==> config.mk <==
export PLATFORM = sky130hd
export DESIGN_NAME = map_wr_arbiter
export DESIGN_NICKNAME = d
export VERILOG_FILES = /design/src/rtl/map_wr_arbiter.sv
export SDC_FILE = /design/constraint.sdc
export NUM_CORES = 1
export LEC_CHECK = 0
export BUFFER_PORTS_ARGS = -buffer_cell sky130_fd_sc_hd__buf_2
export CORE_ASPECT_RATIO = 0.6
export CORE_MARGIN = 3
export CORE_UTILIZATION = 35
export DETAILED_ROUTE_END_ITERATION = 8
export HOLD_SLACK_MARGIN = 0.03
export PLACE_DENSITY = 0.74
export SYNTH_ARGS = -nofsm -noshare
export SYNTH_HDL_FRONTEND = slang
export SYNTH_SLANG_ARGS = --single-unit
==> constraint.sdc <==
create_clock -name clk -period 2.5 [get_ports clk]
set_clock_uncertainty 0.2 [all_clocks]
set_input_delay 0.375 -clock clk [delete_from_list [all_inputs] [get_ports clk]]
set_output_delay 0.375 -clock clk [all_outputs]
set_load 0.02 [all_outputs]
==> src/rtl/map_wr_arbiter.sv <==
// Tile-map write port arbiter: round-robin grants from bullet-hit requesters,
// with a full-map fill sequence for level load/clear that preempts arbitration.
module map_wr_arbiter #(
  parameter int N_REQ      = 4,
  parameter int DATA_WIDTH = 3,
  parameter int ADDR_WIDTH = 15,
  parameter int MAP_DEPTH  = 192
) (
  input  logic                         clk,
  input  logic                         rst,
  input  logic [N_REQ-1:0]             req,
  input  logic [N_REQ*ADDR_WIDTH-1:0]  req_addr,
  input  logic [N_REQ*DATA_WIDTH-1:0]  req_data,
  output logic [N_REQ-1:0]             gnt,
  input  logic                         clr_start,
  input  logic [DATA_WIDTH-1:0]        clr_data,
  output logic                         busy,
  output logic                         clr_done,
  output logic                         addr_err,
  output logic                         we,
  output logic [ADDR_WIDTH-1:0]        wr_addr,
  output logic [DATA_WIDTH-1:0]        wr_data
);

  localparam int IDX_W = (N_REQ > 1) ? $clog2(N_REQ) : 1;
  localparam int CNT_W = (MAP_DEPTH > 1) ? $clog2(MAP_DEPTH) : 1;
  localparam logic [CNT_W-1:0]      FILL_LAST = CNT_W'(MAP_DEPTH - 1);
  localparam logic [ADDR_WIDTH:0]   DEPTH_EXT = (ADDR_WIDTH + 1)'(MAP_DEPTH);
  localparam logic [IDX_W-1:0]      LAST_RST  = IDX_W'(N_REQ - 1);

  typedef enum logic {
    ST_ARB  = 1'b0,
    ST_FILL = 1'b1
  } state_t;

  state_t                  r_state;
  logic [N_REQ-1:0]        r_gnt;
  logic                    r_we;
  logic [ADDR_WIDTH-1:0]   r_wr_addr;
  logic [DATA_WIDTH-1:0]   r_wr_data;
  logic                    r_busy;
  logic                    r_clr_done;
  logic                    r_addr_err;
  logic [IDX_W-1:0]        r_last;
  logic [CNT_W-1:0]        r_fill_cnt;
  logic [DATA_WIDTH-1:0]   r_fill_code;

  state_t                  w_state_next;
  logic [N_REQ-1:0]        w_gnt_next;
  logic                    w_we_next;
  logic [ADDR_WIDTH-1:0]   w_wr_addr_next;
  logic [DATA_WIDTH-1:0]   w_wr_data_next;
  logic                    w_busy_next;
  logic                    w_clr_done_next;
  logic                    w_addr_err_next;
  logic [IDX_W-1:0]        w_last_next;
  logic [CNT_W-1:0]        w_fill_cnt_next;
  logic [DATA_WIDTH-1:0]   w_fill_code_next;

  logic [ADDR_WIDTH-1:0]   w_slot_addr [N_REQ];
  logic [DATA_WIDTH-1:0]   w_slot_data [N_REQ];
  logic [N_REQ-1:0]        w_elig;
  logic                    w_found;
  logic [IDX_W-1:0]        w_sel;
  logic [IDX_W-1:0]        w_idx;
  logic [ADDR_WIDTH-1:0]   w_sel_addr;
  logic [DATA_WIDTH-1:0]   w_sel_data;
  logic                    w_sel_oob;
  logic                    w_do_arb;
  logic [CNT_W-1:0]        w_cnt_inc;

  genvar gi;
  generate
    for (gi = 0; gi < N_REQ; gi++) begin : g_slot
      assign w_slot_addr[gi] = req_addr[gi*ADDR_WIDTH +: ADDR_WIDTH];
      assign w_slot_data[gi] = req_data[gi*DATA_WIDTH +: DATA_WIDTH];
    end
  endgenerate

  // A requester granted this cycle is still showing req; mask it out.
  assign w_elig = req & ~r_gnt;

  always_comb begin
    w_found = 1'b0;
    w_sel   = '0;
    w_idx   = '0;
    for (int k = 1; k <= N_REQ; k++) begin
      w_idx = IDX_W'((int'(r_last) + k) % N_REQ);
      if (!w_found && w_elig[w_idx]) begin
        w_found = 1'b1;
        w_sel   = w_idx;
      end
    end
  end

  assign w_sel_addr = w_slot_addr[w_sel];
  assign w_sel_data = w_slot_data[w_sel];
  assign w_sel_oob  = ({1'b0, w_sel_addr} >= DEPTH_EXT);
  assign w_cnt_inc  = r_fill_cnt + CNT_W'(1);

  always_comb begin
    w_state_next     = r_state;
    w_gnt_next       = '0;
    w_we_next        = 1'b0;
    w_wr_addr_next   = r_wr_addr;
    w_wr_data_next   = r_wr_data;
    w_busy_next      = r_busy;
    w_clr_done_next  = 1'b0;
    w_addr_err_next  = 1'b0;
    w_last_next      = r_last;
    w_fill_cnt_next  = r_fill_cnt;
    w_fill_code_next = r_fill_code;
    w_do_arb         = 1'b0;

    case (r_state)
      ST_ARB: begin
        if (clr_start) begin
          w_state_next     = ST_FILL;
          w_fill_code_next = clr_data;
          w_fill_cnt_next  = '0;
          w_we_next        = 1'b1;
          w_wr_addr_next   = '0;
          w_wr_data_next   = clr_data;
          w_busy_next      = 1'b1;
        end else begin
          w_do_arb = 1'b1;
        end
      end
      ST_FILL: begin
        if (r_fill_cnt == FILL_LAST) begin
          // Fill finished; arbitration resumes on this same edge.
          w_state_next    = ST_ARB;
          w_busy_next     = 1'b0;
          w_clr_done_next = 1'b1;
          w_do_arb        = 1'b1;
        end else begin
          w_fill_cnt_next             = w_cnt_inc;
          w_we_next                   = 1'b1;
          w_wr_addr_next              = '0;
          w_wr_addr_next[CNT_W-1:0]   = w_cnt_inc;
          w_wr_data_next              = r_fill_code;
        end
      end
      default: begin
        w_state_next = ST_ARB;
      end
    endcase

    if (w_do_arb && w_found) begin
      w_gnt_next[w_sel] = 1'b1;
      w_last_next       = w_sel;
      if (w_sel_oob) begin
        // Out-of-range target: consume the request without touching the RAM.
        w_addr_err_next = 1'b1;
      end else begin
        w_we_next      = 1'b1;
        w_wr_addr_next = w_sel_addr;
        w_wr_data_next = w_sel_data;
      end
    end
  end

  always_ff @(posedge clk) begin
    if (rst) begin
      r_state     <= ST_ARB;
      r_gnt       <= '0;
      r_we        <= 1'b0;
      r_wr_addr   <= '0;
      r_wr_data   <= '0;
      r_busy      <= 1'b0;
      r_clr_done  <= 1'b0;
      r_addr_err  <= 1'b0;
      r_last      <= LAST_RST;
      r_fill_cnt  <= '0;
      r_fill_code <= '0;
    end else begin
      r_state     <= w_state_next;
      r_gnt       <= w_gnt_next;
      r_we        <= w_we_next;
      r_wr_addr   <= w_wr_addr_next;
      r_wr_data   <= w_wr_data_next;
      r_busy      <= w_busy_next;
      r_clr_done  <= w_clr_done_next;
      r_addr_err  <= w_addr_err_next;
      r_last      <= w_last_next;
      r_fill_cnt  <= w_fill_cnt_next;
      r_fill_code <= w_fill_code_next;
    end
  end

  assign gnt      = r_gnt;
  assign we       = r_we;
  assign wr_addr  = r_wr_addr;
  assign wr_data  = r_wr_data;
  assign busy     = r_busy;
  assign clr_done = r_clr_done;
  assign addr_err = r_addr_err;

endmodule

* Word level (Yosys, flattened, before mapping)
Cells that the tools add are included.
Word-level totals: memory bits (read-only) 0, bits in registers 40, latch bits 0, logic and storage cells 95, output and inout bits 26, memories 0, input port bits 82, memory bits (writable) 0
Cells by class: reduce and logical (&&, ||, !) cells 13, $mul 0, div/mod/pow operators 0, add/subtract/negate cells 5, order comparisons 8, shift operators 0, muxes and demuxes 49, equality and inequality tests 4, bitwise gates (word level) 5
Operators with widths (number):
- 2-to-1 mux 15 bit | 6
- binary-select mux 15 bit (select 2 bit) | 1
- one-hot mux 15 bit (2 select lines) | 1
- 2-to-1 mux 1 bit | 18
- 2-to-1 mux 3 bit | 6
- 2-to-1 mux 8 bit | 2
- one-hot mux 8 bit (2 select lines) | 1
- >= comparator 15 x 8 -> 1 bit (second input constant) | 1
- less-than comparator 2 x 3 -> 1 bit (second input constant) | 5
- adder 8 x 1 -> 8 bit (second input constant) | 1
- binary-select mux 1 bit (select 2 bit) | 4
- == test 8 bit (second input constant) | 1
- 2-to-1 mux 2 bit | 4
- binary-select mux 3 bit (select 2 bit) | 1
- one-hot mux 1 bit (2 select lines) | 3
- one-hot mux 3 bit (2 select lines) | 1
- AND reduction 2 bit | 3
- logical AND 1 bit | 5
- adder 2 x 1 -> 2 bit (second input constant) | 2
- adder 2 bit (second input constant) | 2
- bitwise AND 4 bit | 1
- inequality test 2 bit (second input constant) | 2
- NOT 4 bit | 1
- OR reduction 2 bit | 2
- other kinds (7) | 10

* Longest topological paths before layout
Gate-level depths: netlist (run 1).
word-level depth 21, mapped depth 10, mapped depth without buffers 8

* Worst setup path after synthesis (run 1)
Ideal clock, no wire load.
path kind register to register, from reg r_fill_cnt[0], to reg r_wr_addr[4], in the netlist wr_addr[4], arrival 2156 ps, data required time 2221 ps, setup time 79 ps, path buffers 2, path slack 65 ps, period minus slack after synthesis 2435 ps, cell stages (with the launch flop) 11, cell sequence dfxtp_1 ha_1 nand2_1 o41a_1 buf_4 nor2_8 o31ai_4 a211oi_4 buf_6 a221oi_1 a211oi_2
Between the ends: word-level cells in the longest chain between the ends 5, elaborated cells on any way between the ends 9, those cells by class add/sub: 1; eq/ne: 1; mux: 6; reduce/logical: 1
RTL lines:
- start: declaration | RTL line 45 | logic [CNT_W-1:0] r_fill_cnt;
- start signal: assignment | RTL line 186 | r_fill_cnt <= w_fill_cnt_next;
- adder 8 x 1 -> 8 bit or == test 8 bit (tied branches) | RTL line 99, 130
- 2-to-1 mux 15 bit or 2-to-1 mux 1 bit (tied branches) | RTL line 130 | if (r_fill_cnt == FILL_LAST) begin
- one-hot mux 15 bit (2 select lines) or one-hot mux 1 bit (2 select lines) (tied branches) | RTL line 115 | case (r_state)
- 2-to-1 mux 15 bit or logical AND 1 bit (tied branches) | RTL line 152, 149
- 2-to-1 mux 15 bit (*) | RTL line 149 | if (w_do_arb && w_found) begin
- end signal: assignment | RTL line 180 | r_wr_addr <= w_wr_addr_next;
- end: declaration | RTL line 39 | logic [ADDR_WIDTH-1:0] r_wr_addr;
Mark *: on every way between the ends. The rest lies on a longest branch, timed or not. A chain may end at the register's enable or synchronous reset.

* Worst setup path in the final report (run 1)
from reg r_gnt[0], in the netlist gnt[0], to reg r_wr_addr[9], in the netlist wr_addr[9]
Between the ends: word-level cells in the longest chain between the ends 21, elaborated cells on any way between the ends 32, those cells by class order compare: 1; mux: 21; bitwise: 3; reduce/logical: 7
RTL lines:
- start: declaration | RTL line 37 | logic [N_REQ-1:0] r_gnt;
- start signal: assignment | RTL line 178 | r_gnt <= w_gnt_next;
- NOT 4 bit (*) | RTL line 81 | assign w_elig = req & ~r_gnt;
- bitwise AND 4 bit (*) | RTL line 81
- binary-select mux 1 bit (select 2 bit) | RTL line 89 | if (!w_found && w_elig[w_idx]) begin
- 2-to-1 mux 1 bit (implied by the code) | RTL line 89
- 2-to-1 mux 1 bit | RTL line 89
- logical NOT 1 bit | RTL line 89
- logical AND 1 bit | RTL line 89
- 2-to-1 mux 1 bit | RTL line 89
- (+4 left out)
- logical AND 1 bit | RTL line 89
- 2-to-1 mux 2 bit | RTL line 89
- NOT 2 -> 3 bit (implied by the code) | RTL line 96 | assign w_sel_addr = w_slot_addr[w_sel];
- binary-select mux 15 bit (select 2 bit) | RTL line 96
- 2-to-1 mux 15 bit (implied by the code) (2 in a row) | RTL line 96
- >= comparator 15 x 8 -> 1 bit | RTL line 98 | assign w_sel_oob = ({1'b0, w_sel_addr} >= DEPTH_EXT);
- 2-to-1 mux 15 bit | RTL line 152 | if (w_sel_oob) begin
- 2-to-1 mux 15 bit (*) | RTL line 149
Mark *: on every way between the ends. The rest lies on a longest branch, timed or not. The select of a mux whose other input is x is not followed.

==> results of run 1 <==
[report_power, final]
group	switching, uW	total (uW)	leakage, uW	internal (uW)
clock network	227	524	0.0000552	296
logic	287	571	0.00110	284
registers	27.0	698	0.000328	671
total	541	1790	0.00148	1250
[critical path, delay by kind of cell (launching register included)]
kind	cells	cell delay, ns
muxes	1	0.31
and+or+nand+nor	3	0.44
AOI/OAI and AO/OA	3	0.70
buffers and inverters	2	0.36
DFF	1	0.33
[worst paths after layout]
path | start | endpoint | slack [ns]
worst min-delay path | clr_data[2] | r_fill_code[2]$_SDFFE_PP0P_ | 0.14
worst max-delay path | gnt[0]$_SDFF_PP0_ | wr_addr[9]$_SDFF_PP0_ | 0.06
worst max register to register | gnt[0]$_SDFF_PP0_ | wr_addr[9]$_SDFF_PP0_ | 0.06
worst min register to register | wr_addr[14]$_SDFF_PP0_ | wr_addr[14]$_SDFF_PP0_ | 0.26
[logic make-up (layout without fill, tap and decap cells)]
group	after synthesis	after routing	share of synthesized area, %
and+or+nand+nor	96	96	22.5
AOI/OAI and AO/OA	58	58	19.2
DFF	40	40	35.6
muxes	35	35	16.2
buffers and inverters	15	143	3.51
xor gates and xnor gates	6	6	2.34
adders and majority gates	1	1	0.556
[per-stage QoR]
stage	setup slack, ns	hold WS [ns]	instance area (um^2)	std cells	utilization (%)
global placement	0.104	0.236	2970	444	50.4
detailed placement	0.0263	0.244	2970	444	50.4
finish	0.0572	0.136	3170	459	53.8
CTS	0.0548	0.135	3080	452	52.3
global route	-0.0568	0.167	3170	459	53.8
floorplan	0.0648	0.237	2250	251	-
[placed cells by master, fill, tap and decap left out, types with 3 or more instances in the layout]
| master | n |
|---|---|
| buf_2 | 107 |
| clkbuf_8 | 5 |
| dfxtp_1 | 35 |
| nor4_1 | 6 |
| xnor2_1 | 4 |
| nor3_1 | 4 |
| mux2_2 | 12 |
| buf_4 | 24 |
| nand3_1 | 10 |
| dfxtp_2 | 5 |
| a211oi_2 | 3 |
| a21oi_1 | 16 |
| o31ai_1 | 3 |
| nor2_1 | 21 |
| nor2b_1 | 4 |
| nand2_1 | 26 |
| and2_1 | 7 |
| a211oi_1 | 9 |
| o21ai_0 | 7 |
| mux2i_1 | 23 |
[final cells by class]
| class | instances | area share, % |
|---|---|---|
| inverters | 2 | 0.237 |
| clock buffers | 6 | 2.29 |
| repair buffers | 133 | 23.6 |
| multi-input cells | 196 | 44.2 |
| clock inverters | 2 | 1.11 |
| well taps | 80 | 3.16 |
| flip-flops and latches | 40 | 25.5 |
[flip-flops by register name (all words and copies together) (netlist names)]
register,count
wr_addr,15
r_last,2
busy,1
gnt,4
r_fill_cnt,8
addr_err,1
clr_done,1
we,1
wr_data,3
r_fill_code,3
r_state,1
[repair_timing]
item	4_1_cts	5_1_grt
setup endpoints to repair	0	13
setup buffers	0	7
gates resized for setup	0	12
[routing by layer]
layer	global-route usage, %	vias to the layer above
met5	0	-
met4	3.42	0
met3	4.43	4
met2	27.4	96
met1	26.2	1093
li1	-	1178
==> results.toml, run 1 <==
[status]
status = "finished, final reports clean"

[die]
placementRows = 21
die_area_um2 = 7450
initial_core_util_pct = 38.2
core_area_um2 = 5890
die_x_um = 109
pin_count = 108
die_h_um = 68.1

[sta]
hold_violations = 0
finalSetupTns_ns = 0
tightestPinTransition_ns = 0.567
finalCriticalPeriod_ns = 2.44
maxSlewHeadroom_pct = 62.2
slew_viol_final = 0
fmax_ghz = 0.409
setup_viol_count_final = 0
min_period_over_period_pct = 97.7

[hold_path]
min_path_type = "in2reg"
hold_depth = 3

[clocking]
htreeDepth = 2
clk_pin_slew_ns = 0.08
cts_made_buffers = 5
cts_sinks = 40
cts_buffer_depth = 2
cts_root_buf = "clkbuf_8"
insertion_delay_ns = 0.30
cts_tree = "built"
hold_buffers = 0

[pwr]
leakage_uw = 0.00148
p_total_uw = 1790
ir_worst_vdd_uv = 240
power.density_nw_per_um2 = 566

[routing]
met3_length_um = 572
first_pass_iters = 4
met1Wirelength_um = 3310
routed_via_density = 5.17
postRouteAntennaNets = 0
met2WireLength_um = 2920
drt_iter0_markers = 117
wl_per_cell_um = 14.9
drc = 0
wl_um = 6840
highest_layer = "met4"
num_vias = 2371

[synthesis]
synth_common_cells = "dfxtp_1 (40), nand2_1 (26), mux2i_1 (23)"
yosysWarningCount = 0
yosys-top-cells-area = "dfxtp_1 (36%), mux2i_1 (10%), mux2_2 (6.0%)"
syn_area_um2 = 2250
synthArstFlopShare_pct = 0
synth_cells = 251
synth_top_cell_by_area = "dfxtp_1"
synth_ff_type = "dfxtp_1"
ys_seq_area_share_pct = 35.6
synth_most_common_cell = "dfxtp_1"
yosys_register_bits = 40
avgSynthCellArea_um2 = 8.96
synth_nets = 334
synthDistinctLibCells = 50
synth_edf_count = 0
yosys.area.top_type_share_pct = 35.6

[cells_and_area]
n_fill_cell = 547
multi_input_area_um2 = 1400
drive_gt1_share_pct = 46.4
ff_latch_area_um2 = 807
nNetsFinal = 461
antennaDiodeCount = 0
area_growth_pct = 40.9

[worst_setup_path]
slowest_stage = "dfxtp_1"
crit_path_start_kind = "flop"
cp_max_fo = 7
path_cells = "and2b_1 -> o22ai_1 -> mux2_2 -> o221a_2 -> a211oi_4 -> buf_4 -> nor4_4 -> buf_4 -> and2_1"
cp_slowest_stage_delay_ns = 0.33
required_ns = 2.50
crit_top_cell = "buf_4"
crit_type = "reg2reg"
critPathArrivalTime_ns = 2.44
endpoint_kind = "flop"
rr_worst_depth = 9

[grt]
grt_overflow = 0
antenna_found_initial = 0
grt_pass1_vias = 2188
grt_max_degree = 28
grt_use_total_pct = 18.1
grt_pass1_wl_um = 10400

[placed_design]
hpwl_um = 5320
place_congestion = 0.905
port_buffers = 107

[flow_run]
max_cap_viol_count = 0
Power figures use the tool's default switching activity.
==> run 2, diff against run 1 <==
--- a/config.mk
+++ b/config.mk
@@ -5,13 +5,15 @@
 export SDC_FILE = /design/constraint.sdc
 export NUM_CORES = 1
 export LEC_CHECK = 0
+export ABC_AREA = 1
 export BUFFER_PORTS_ARGS = -buffer_cell sky130_fd_sc_hd__buf_2
 export CORE_ASPECT_RATIO = 0.6
 export CORE_MARGIN = 3
 export CORE_UTILIZATION = 35
+export CTS_CLUSTER_DIAMETER = 80
 export DETAILED_ROUTE_END_ITERATION = 8
 export HOLD_SLACK_MARGIN = 0.03
-export PLACE_DENSITY = 0.74
+export PLACE_DENSITY = 0.72
 export SYNTH_ARGS = -nofsm -noshare
 export SYNTH_HDL_FRONTEND = slang
 export SYNTH_SLANG_ARGS = --single-unit
==> run 2 against run 1 <==
Against the previous run:
- the run now ends with negative setup slack left
- critical endpoint is now wr_addr[0]$_SDFF_PP0_
- cell count grew 44%
- register-to-register slack worse by 0.39 ns
- largest cell class unchanged
- final area is 28% higher
- flip-flop and latch count stayed put
- synthesized cell count is 66% higher
==> results.toml, run 2 <==
[status]
status = "finished, violations left"
violations = "negative setup slack"

[cells_and_area]
multi_input_area_um2 = 1870
nNetsFinal = 643
area_growth_pct = 55.4
final_area_um2 = 4050
n_fill_cell = 641
layout.cells.most_common = "nand2_1"
drive_gt1_share_pct = 44.2
utilization_pct = 58.3
largest_reg_flops = 15
antennaDiodeCount = 0
ff_latch_area_um2 = 813
mostFrequentLayoutCells = "nand2_1 (128), buf_2 (107), nand3_1 (39), dfxtp_1 (34)"

[sta]
fmax_ghz = 0.353
min_period_over_period_pct = 113
worst_slack_ns = -0.334
finalCriticalPeriod_ns = 2.83
maxSlewHeadroom_pct = 69.0
rsz0062_at_grt = "true"
slew_viol_final = 0
finalSetupTns_ns = -5.63
setup_viol_count_final = 24
tightestPinTransition_ns = 0.465
hold_violations = 0

[worst_setup_path]
crit_path_start_kind = "flop"
path_cells = "inv_8 -> nand3_4 -> nand2_4 -> o21ai_4 -> nand4_4 -> buf_6 -> nand2_8 -> nand2_8 -> nand3_1 -> nand2_1 -> nor2_2 -> nand2_2 -> nor2_4 -> buf_12 -> buf_4 -> nand4_1 -> nand2_1 -> nor2_1"
cp_max_fo = 8
slowest_stage = "dfxtp_4"
endpoint_kind = "flop"
critPathArrivalTime_ns = 2.81
cp_num_buf_inv = 4
required_ns = 2.48
cp_slowest_stage_delay_ns = 0.43
crit_family = "simple AND/OR/NAND/NOR gates"
crit_type = "reg2reg"

[die]
initial_core_util_pct = 37.5
placementRows = 23
die_x_um = 117
core_area_um2 = 6940
die_h_um = 72.8
die_area_um2 = 8540
pin_count = 108

[synthesis]
synth_ff_type = "dfxtp_1"
yosys.area.top_type_share_pct = 30.8
synth_top_cell_by_area = "dfxtp_1"
yosys_register_bits = 40
synth_cells = 416
synth_common_cells = "nand2_1 (144), nand3_1 (53), nor2_1 (41)"
avgSynthCellArea_um2 = 6.26
synth_edf_count = 0
yosysWarningCount = 0
yosys-top-cells-area = "dfxtp_1 (31%), nand2_1 (21%), nand3_1 (10%)"
synth_nets = 499
synthArstFlopShare_pct = 0
synthDistinctLibCells = 39
synth_most_common_cell = "nand2_1"
syn_area_um2 = 2600
ys_seq_area_share_pct = 30.8

[clocking]
clk_pin_slew_ns = 0.06
cts_root_buf = "clkbuf_16"
cts_sinks = 40
cts_buffer_depth = 2
insertion_delay_ns = 0.28
htreeDepth = 2
cts_tree = "built"
hold_buffers = 0
cts_made_buffers = 5

[placed_design]
hpwl_um = 6470
post-place-ws_ns = -0.339
place_area_um2 = 3480
place_congestion = 0.972
port_buffers = 107

[pwr]
p_switching_uw = 2670
clockPowerShare_pct = 13.1
p_total_uw = 5520
leakage_uw = 0.00202
p_comb_share_pct = 72.9
power.density_nw_per_um2 = 1360
swShare_pct = 48.3
ir_worst_vdd_uv = 810
pwr-share-seq_pct = 14.0
p_int_uw = 2850

[grt]
grt_use_total_pct = 18.9
grt_max_degree = 28
antenna_found_initial = 0
grt_pass1_vias = 2924
grt_overflow = 0
grt_pass1_wl_um = 13300

[routing]
num_vias = 3261
drc = 0
wl_per_cell_um = 14.1
routed_via_density = 4.93
postRouteAntennaNets = 0
wl_um = 9340
first_pass_iters = 5
drt_iter0_markers = 242

[hold_path]
min_path_type = "in2reg"

[flow_run]
max_cap_viol_count = 0
==> run 2: worst reg2reg max path, delay by kind of cell (launching register included) <==
kind / cells / cell delay, ns
flip-flops: 1 / 0.43
AO/OA/AOI/OAI: 1 / 0.28
AND/OR/NAND/NOR: 13 / 1.31
buffers and inverters: 4 / 0.52
==> run 2: area by class of cell <==
type	count	area share, %
Clock buffer	5	3.09
Clock inverter	3	1.05
Inverter	35	3.53
Multi-Input combinational cell	329	46.2
Sequential cell	40	20.1
Tap cell	100	3.09
Timing Repair Buffer	149	23.0
==> run 2: power groups by stage <==
stage,combinational [uW],clock (uW),sequential [uW]
final,4020,722,775
after global placement,2880,0,781
after floorplan,1980,0,813
after global routing,4320,763,784
after detailed placement,2940,0,782
after CTS,3090,735,772
==> run 2: metrics by stage <==
step                cells  hold slack (ns)
CTS                   651            0.172
floorplan             416            0.239
global route          661            0.188
global placement      640            0.232
detailed placement    640            0.233
finish                661            0.176
==> run 2: what timing repair did <==
item / 4_1_cts / 5_1_grt
resized for setup: 9 / 48
pin swaps: 2 / 29
cloned: 3 / 5
setup endpoints to repair: 20 / 32
buffers inserted: 0 / 6
==> run 2: routing by layer <==
metal | vias to the layer above | share of wire [%] | GRT usage, %
li1 | 1630 | - | -
met2 | 130 | 45 | 29.9
met4 | 0 | 1.7 | 4.94
met3 | 21 | 5.8 | 4.11
met5 | - | 0 | 0
met1 | 1480 | 47 | 26.5
==> run 2: path summary, 6_finish.rpt <==
path                                             start                           to  slack, ns  cells past startpoint
worst max-delay path            r_last[0]$_SDFFE_PP1P_        wr_addr[0]$_SDFF_PP0_      -0.33                     18
worst max register to register  r_last[0]$_SDFFE_PP1P_        wr_addr[0]$_SDFF_PP0_      -0.33                     18
worst min-delay path                       clr_data[0]  r_fill_code[0]$_SDFFE_PP0P_       0.18                      3
worst min register to register   wr_addr[9]$_SDFF_PP0_        wr_addr[9]$_SDFF_PP0_       0.25                      2
==> run 2: kinds of logic after synthesis <==
group / Yosys count / share of synthesized area [%]
AO/OA/AOI/OAI: 40 / 8.94
XOR/XNOR: 2 / 0.673
adder cells (fa/ha/maj): 1 / 0.480
buffers and inverters: 51 / 8.84
flip-flops: 40 / 30.8
multiplexers: 1 / 0.384
AND/OR/NAND/NOR: 281 / 49.9
